[config.mk]
export PLATFORM = sky130hd
export DESIGN_NAME = clock_div_prog
export DESIGN_NICKNAME = d
export VERILOG_FILES = /design/src/rtl/clock_div_prog.sv
export SDC_FILE = /design/constraint.sdc
export NUM_CORES = 1
export LEC_CHECK = 0
export ABC_AREA = 1
export BUFFER_PORTS_ARGS = -buffer_cell sky130_fd_sc_hd__buf_2
export CAP_MARGIN = 30
export CORE_MARGIN = 10
export CORE_UTILIZATION = 30
export CTS_CLUSTER_DIAMETER = 60
export DETAILED_ROUTE_END_ITERATION = 8
export MAX_ROUTING_LAYER = met4
export PLACE_DENSITY = 0.43
export SYNTH_ARGS = -nofsm -noshare
export SYNTH_HDL_FRONTEND = slang
export SYNTH_SLANG_ARGS = --single-unit
[constraint.sdc]
create_clock -name clk_i -period 4.18 [get_ports clk_i]
set_input_delay 0.627 -clock clk_i [delete_from_list [all_inputs] [get_ports clk_i]]
set_output_delay 0.627 -clock clk_i [all_outputs]
set_load 0.1 [all_outputs]
[src/rtl/clock_div_prog.sv]
// Programmable clock divider: divided clock, per-period tick and a slow tick every SUB_DIV ticks.
// All outputs come straight from flops; the divisor can be reloaded at run time.
module clock_div_prog #(
  parameter int unsigned WIDTH       = 17,
  parameter int unsigned DEFAULT_DIV = 100000,
  parameter int unsigned SUB_DIV     = 1000
) (
  input  logic             clk_i,
  input  logic             rst_ni,
  input  logic             en_i,
  input  logic             div_load_i,
  input  logic [WIDTH-1:0] div_val_i,
  output logic             clk_out_o,
  output logic             tick_o,
  output logic             tick_slow_o,
  output logic             div_err_o
);

  localparam int unsigned SubW = (SUB_DIV > 1) ? $clog2(SUB_DIV) : 1;
  localparam logic [SubW-1:0] SubMax = SubW'(SUB_DIV - 1);
  localparam logic [WIDTH-1:0] DivRst = WIDTH'(DEFAULT_DIV);
  localparam logic [WIDTH-1:0] DivMin = WIDTH'(2);
  localparam logic [WIDTH-1:0] One = WIDTH'(1);

  logic [WIDTH-1:0] div_q, div_d;
  logic [WIDTH-1:0] cnt_q, cnt_d;
  logic [SubW-1:0]  sub_q, sub_d;
  logic             clk_out_q, clk_out_d;
  logic             tick_q, tick_d;
  logic             tick_slow_q, tick_slow_d;
  logic             div_err_q, div_err_d;
  logic             load_ok;
  logic             wrap;

  always_comb begin
    div_d       = div_q;
    cnt_d       = cnt_q;
    sub_d       = sub_q;
    tick_d      = 1'b0;
    tick_slow_d = 1'b0;
    div_err_d   = 1'b0;
    wrap        = 1'b0;
    load_ok     = div_load_i && (div_val_i >= DivMin);

    if (load_ok) begin
      // An accepted load restarts the period and wins over any wrap or tick.
      div_d = div_val_i;
      cnt_d = '0;
      sub_d = '0;
    end else begin
      div_err_d = div_load_i;
      if (en_i) begin
        wrap  = (cnt_q == div_q - One);
        cnt_d = wrap ? '0 : cnt_q + One;
        // Tick is registered so it is high while the counter sits on its last count.
        if (cnt_d == div_q - One) begin
          tick_d      = 1'b1;
          tick_slow_d = (sub_q == SubMax);
          sub_d       = (sub_q == SubMax) ? '0 : sub_q + SubW'(1);
        end
      end
    end

    // Low for ceil(div/2) counts, high for floor(div/2) counts.
    clk_out_d = (cnt_d >= (div_d - (div_d >> 1)));
  end

  always_ff @(posedge clk_i or negedge rst_ni) begin
    if (!rst_ni) begin
      div_q       <= DivRst;
      cnt_q       <= '0;
      sub_q       <= '0;
      clk_out_q   <= 1'b0;
      tick_q      <= 1'b0;
      tick_slow_q <= 1'b0;
      div_err_q   <= 1'b0;
    end else begin
      div_q       <= div_d;
      cnt_q       <= cnt_d;
      sub_q       <= sub_d;
      clk_out_q   <= clk_out_d;
      tick_q      <= tick_d;
      tick_slow_q <= tick_slow_d;
      div_err_q   <= div_err_d;
    end
  end

  assign clk_out_o   = clk_out_q;
  assign tick_o      = tick_q;
  assign tick_slow_o = tick_slow_q;
  assign div_err_o   = div_err_q;

endmodule

# Word-level counts from Yosys, hierarchy flattened
# Cells that the tools add are included.
# W data, S select, Z words.
dict set report totals {
  output_inout_bits 4
  elab_cells 35
  in_bits 21
  reg_bits 48
}
dict set report classes {
  addsub 4
  n_reduce_logical 4
  eq_ne 3
  n_lt_le_gt_ge 2
  muxes 15
}
# operator count
set op_table {}
lappend op_table {{$mux W17} 4}
lappend op_table {{$mux W10} 4}
lappend op_table {{$eq A17 B17 Y1} 2}
lappend op_table {{$add A17 B1 Y17 const B} 1}
lappend op_table {{$ge A17 B17 Y1} 1}
lappend op_table {{$ge A17 B2 Y1 const B} 1}
lappend op_table {{$sub A17 B1 Y17 const B} 1}
lappend op_table {{$sub A17 B16 Y17} 1}
lappend op_table {{$add A10 B1 Y10 const B} 1}
lappend op_table {{$eq A10 B10 Y1 const B} 1}
lappend op_table {{$mux W1} 7}
lappend op_table {{$reduce_bool A2 Y1} 2}
lappend op_table {{$reduce_and A2 Y1} 1}
lappend op_table {{$logic_and A1 B1 Y1} 1}

# Logic depth before layout (Yosys ltp)
dict set report depth {
  depth_word 7
  depth_mapped 28
  depth_no_buf 27
}

# Worst setup path after synthesis
# Ideal clock, no wire load.
dict set report synth_timing {
  kind {input to register}
  start {input div_val_i[8]}
  end {register clk_out_q (netlist: clk_out_o)}
  t_required_ps 4052
  setup_ps 128
  cell_stages 22
  path_slack_ps -165
  arrival_ps 4218
  n_path_buf 1
  cell_sequence {nor4_1 > nand4_1 > nand2_1 > clkbuf_1 > inv_1 > o21ai_0 > ha_1 > inv_1 > fa_1 > nand3_1 > nand2_1 > a21oi_1 > o21ai_0 > a31oi_1 > o21ai_0 > nand2_1 > nand2_1 > a21oi_1 > xor2_1 > ha_1 > a21oi_1 > o21ai_0}
}
dict set report synth_via {
  elab_chain_len 5
  elab_cells_between_ends 6
  classes_between {add/sub (1); order compare (2); mux (2); reduce/logical (1)}
}
# element line
set synth_rtl {}
lappend synth_rtl {{from (decl)} 12} ;# input logic [WIDTH-1:0] div_val_i,
lappend synth_rtl {{$ge A17 B2 Y1} 43} ;# load_ok = div_load_i && (div_val_i >= DivMin);
lappend synth_rtl {{$logic_and A1 B1 Y1} 43}
lappend synth_rtl {{$mux W17} 45} ;# if (load_ok) begin
lappend synth_rtl {{via div_d[1]} 25} ;# logic [WIDTH-1:0] div_q, div_d;
lappend synth_rtl {{$sub A17 B16 Y17} 65} ;# clk_out_d = (cnt_d >= (div_d - (div_d >> 1)));
lappend synth_rtl {{$ge A17 B17 Y1} 65}
lappend synth_rtl {{via clk_out_d} 28} ;# logic clk_out_q, clk_out_d;
lappend synth_rtl {{to (signal assigned)} 81} ;# clk_out_q <= clk_out_d;
lappend synth_rtl {{to (decl)} 28}
# The timed path passes the listed nets, and every way through them passes these cells.
# A chain may end at the register's enable or synchronous reset.

# Worst setup path after layout
dict set report layout_timing {
  start {input div_val_i[15]}
  end {register clk_out_q (netlist: clk_out_o)}
}
# Same word-level chain as after synthesis.

==> flow_metrics.env <==
export IMPL_status="finished clean"
export IMPL_syn2layout_area_growth_pct=29.60
export IMPL_detail_route_antenna_nets=0
export IMPL_fp_dieW_um=149.7
export IMPL_synth_edf_count=0
export IMPL_drtIter0Drc=274
export IMPL_hold_violations=0
export IMPL_placed_cells_incl_taps=1104
export IMPL_min_path_type="in2async"
export IMPL_yosysMostFrequentCell="nand2_1"
export IMPL_grt_max_degree=39
export IMPL_final_cells=1141
export IMPL_initial_core_util_pct=30.52
export IMPL_grt_pass1_wl_um=26850
export IMPL_wl_um=16410
export IMPL_yosysUniqueCellTypes=42
export IMPL_htreeDepth=2
export IMPL_synth_top_area_share_pct=20.84
export IMPL_nets=978
export IMPL_antenna_found_initial=0
export IMPL_ios=25
export IMPL_clock_sinks=48
export IMPL_syn_inst=795
export IMPL_cts_buffers=5
export IMPL_path_clk_slew_ps=70
export IMPL_yosys_warnings=0
export IMPL_peakVddDrop_mv=0.1365
export IMPL_core_area_sq_um=16520
export IMPL_dieArea_sq_um=22400
export IMPL_relSlewSlack_pct=47.47
export IMPL_wl_per_cell_um=14.38
export IMPL_insertion_delay_ps=310
export IMPL_rows=47
export IMPL_ys_seq_area_share_pct=23.96
export IMPL_synth_net_count=853
export IMPL_worst_setup_path_start_kind="primary input"
export IMPL_power_leakage_uw=0.003517
export IMPL_worstPathArrival_ps=4340
export IMPL_routabilityCongestion=0.8688
export IMPL_antenna_cells=0
export IMPL_fmax_mhz=244.0
export IMPL_first_global_vias=5334
export IMPL_setup_ws_ps=81.90
export IMPL_yosysTopAreaCell="dfrtp_1"
export IMPL_synth_top_cells_by_count="228 x nand2_1, 125 x inv_1, 67 x nand3_1, 66 x nor2_1, 47 x o21ai_0"
export IMPL_grt_overflow=0
export IMPL_dpl_hpwl_um=13110
export IMPL_path_class="in2reg"
export IMPL_fin_skew_ps=9.794
export IMPL_final_layout_size_suffix_gt1_share_pct=23.13
export IMPL_drtPass1Iterations=5
export IMPL_post_dp_cell_area_sq_um=5958
export IMPL_pwr_density_cell_nw_per_um2=272.2
export IMPL_period_minus_slack_ps=4098
export IMPL_netlist_area_sq_um=5044
export IMPL_endpoint_kind="flop"
export IMPL_ys_ff_latch=48
export IMPL_slew_violations=0
export IMPL_design_area_sq_um=6536
export IMPL_via_count=5440
export IMPL_cap_violations=0
export IMPL_total_power_uw=1779
export IMPL_cts_tree="yes"
export IMPL_io_buffers=24
export IMPL_dpl_worst_slack_ps=-596.1
export IMPL_clock_path_buffers=2
export IMPL_fillers=1777
export IMPL_fin_util_pct=39.55
export IMPL_grt_usage_pct=15.41
export IMPL_via_per_inst=4.768
export IMPL_die_h_um=149.7
export IMPL_cp_required_ps=4420
export IMPL_crit_path_max_fanout=10
export IMPL_root_buffer="clkbuf_16"
export IMPL_grt_setup_unrepaired="true"
export IMPL_finalCritPeriodShare_pct=98.04
export IMPL_finalSetupViolations=0
export IMPL_worst_pin_slew_ps=780.8
export IMPL_synth_area_per_cell_sq_um=6.344
export IMPL_ys_top_cells_by_area="dfrtp_1 21%, nand2_1 17%, inv_1 9.3%"
export IMPL_post_route_drc_count=0
export IMPL_synth_ff_type="dfrtp_1"
export IMPL_synthArstFlopShare_pct=100.0
[area by class of cell]
| type | instances | area, sq um | area share, % |
|---|---|---|---|
| multi-input combinational | 606 | 3453 | 52.83 |
| sequential | 48 | 1209 | 18.49 |
| timing repair buffer | 133 | 984.7 | 15.07 |
| inverter | 126 | 473.0 | 7.236 |
| tap | 220 | 275.3 | 4.211 |
| clock buffer | 6 | 128.9 | 1.972 |
| clock inverter | 2 | 12.51 | 0.1914 |
[report_power, final]
group	total [uW]	leakage (uW)	switching, uW	internal (uW)
Combinational	819	0.00284	461	358
Sequential	537	0.000612	41.2	496
Clock	423	0.0000669	201	222
Total	1780	0.00352	703	1080
[critical path, stage by stage]
cell and delay, ps:
buf_2 120, nor4_4 250, buf_4 160, nand4_1 130, nand2_2 190, buf_4 140
buf_6 130, nand2_1 60, o21ai_1 100, inv_1 80, ha_1 320, inv_1 60
nor3_1 210, a21oi_2 100, o21ai_1 210, a31oi_1 140, buf_4 150, xor2_1 140
ha_1 310, nand2_2 70, nor3_2 160, o21ai_1 100, o211ai_1 120, a31oi_1 110
o21ai_1 130
[layer usage]
layer	wire, um	track usage [%]	up-vias
met3	427	1.661	30
met1	7684	18.77	2521
met5	0	-	-
li1	-	-	2809
met4	568	6.706	0
met2	7725	25.31	80
[cells in the final DEF (no fill, tap or decap), types with 18 or more instances in the layout]
master,count
nand3_1,66
ha_1,33
dfrtp_1,42
xor2_1,21
nor2_1,65
nand4_1,18
a21oi_1,39
o21ai_0,38
inv_1,121
buf_4,105
buf_2,21
nand2_1,224
[final timing paths]
kind | depth (start not counted) | from | slack (ps) | to
setup reg to reg | 22 | div_q[0] | 430 | clk_out_o
setup / recovery | 25 | div_val_i[15] | 80 | clk_out_o
hold / removal | 1 | rst_ni | 360 | cnt_q[0]
max in group asynchronous | 2 | rst_ni | 2980 | div_q[16]
min in group clk_i | 2 | sub_q[9] | 540 | sub_q[9]
hold reg to reg | 2 | sub_q[9] | 540 | sub_q[9]
[through the flow]
stage | hold WS [ps] | TNS [ps]
after detailed placement | 522.4 | -596.1
after global placement | 516.1 | -480.7
after CTS | 403.6 | 0
final | 364.3 | 0
after global routing | 432.1 | -263.6
after floorplan | 331.4 | 0
[sequential cells by signal, summed over array words and instances (netlist names)]
| register | cells |
|---|---|
| clk_out_o | 1 |
| cnt_q | 17 |
| div_err_o | 1 |
| div_q | 17 |
| sub_q | 10 |
| tick_o | 1 |
| tick_slow_o | 1 |
[repair_timing]
item / in CTS / in global routing
pin swaps: 9 / 22
endpoints found under the setup margin: 1 / 2
buffers inserted: 26 / 7
cloned: 0 / 0
hold buffers: 0 / 0
gates resized for setup: 16 / 36
[kinds of logic after synthesis]
logic type	share of synthesized area (%)
buffers and inverters	11.11
AND/OR/NAND/NOR	39.32
flip-flops	23.96
XOR/XNOR	4.689
adder cells (fa/ha/maj)	9.328
AO/OA/AOI/OAI	11.59
No activity file was read; power rests on OpenSTA's default activity.
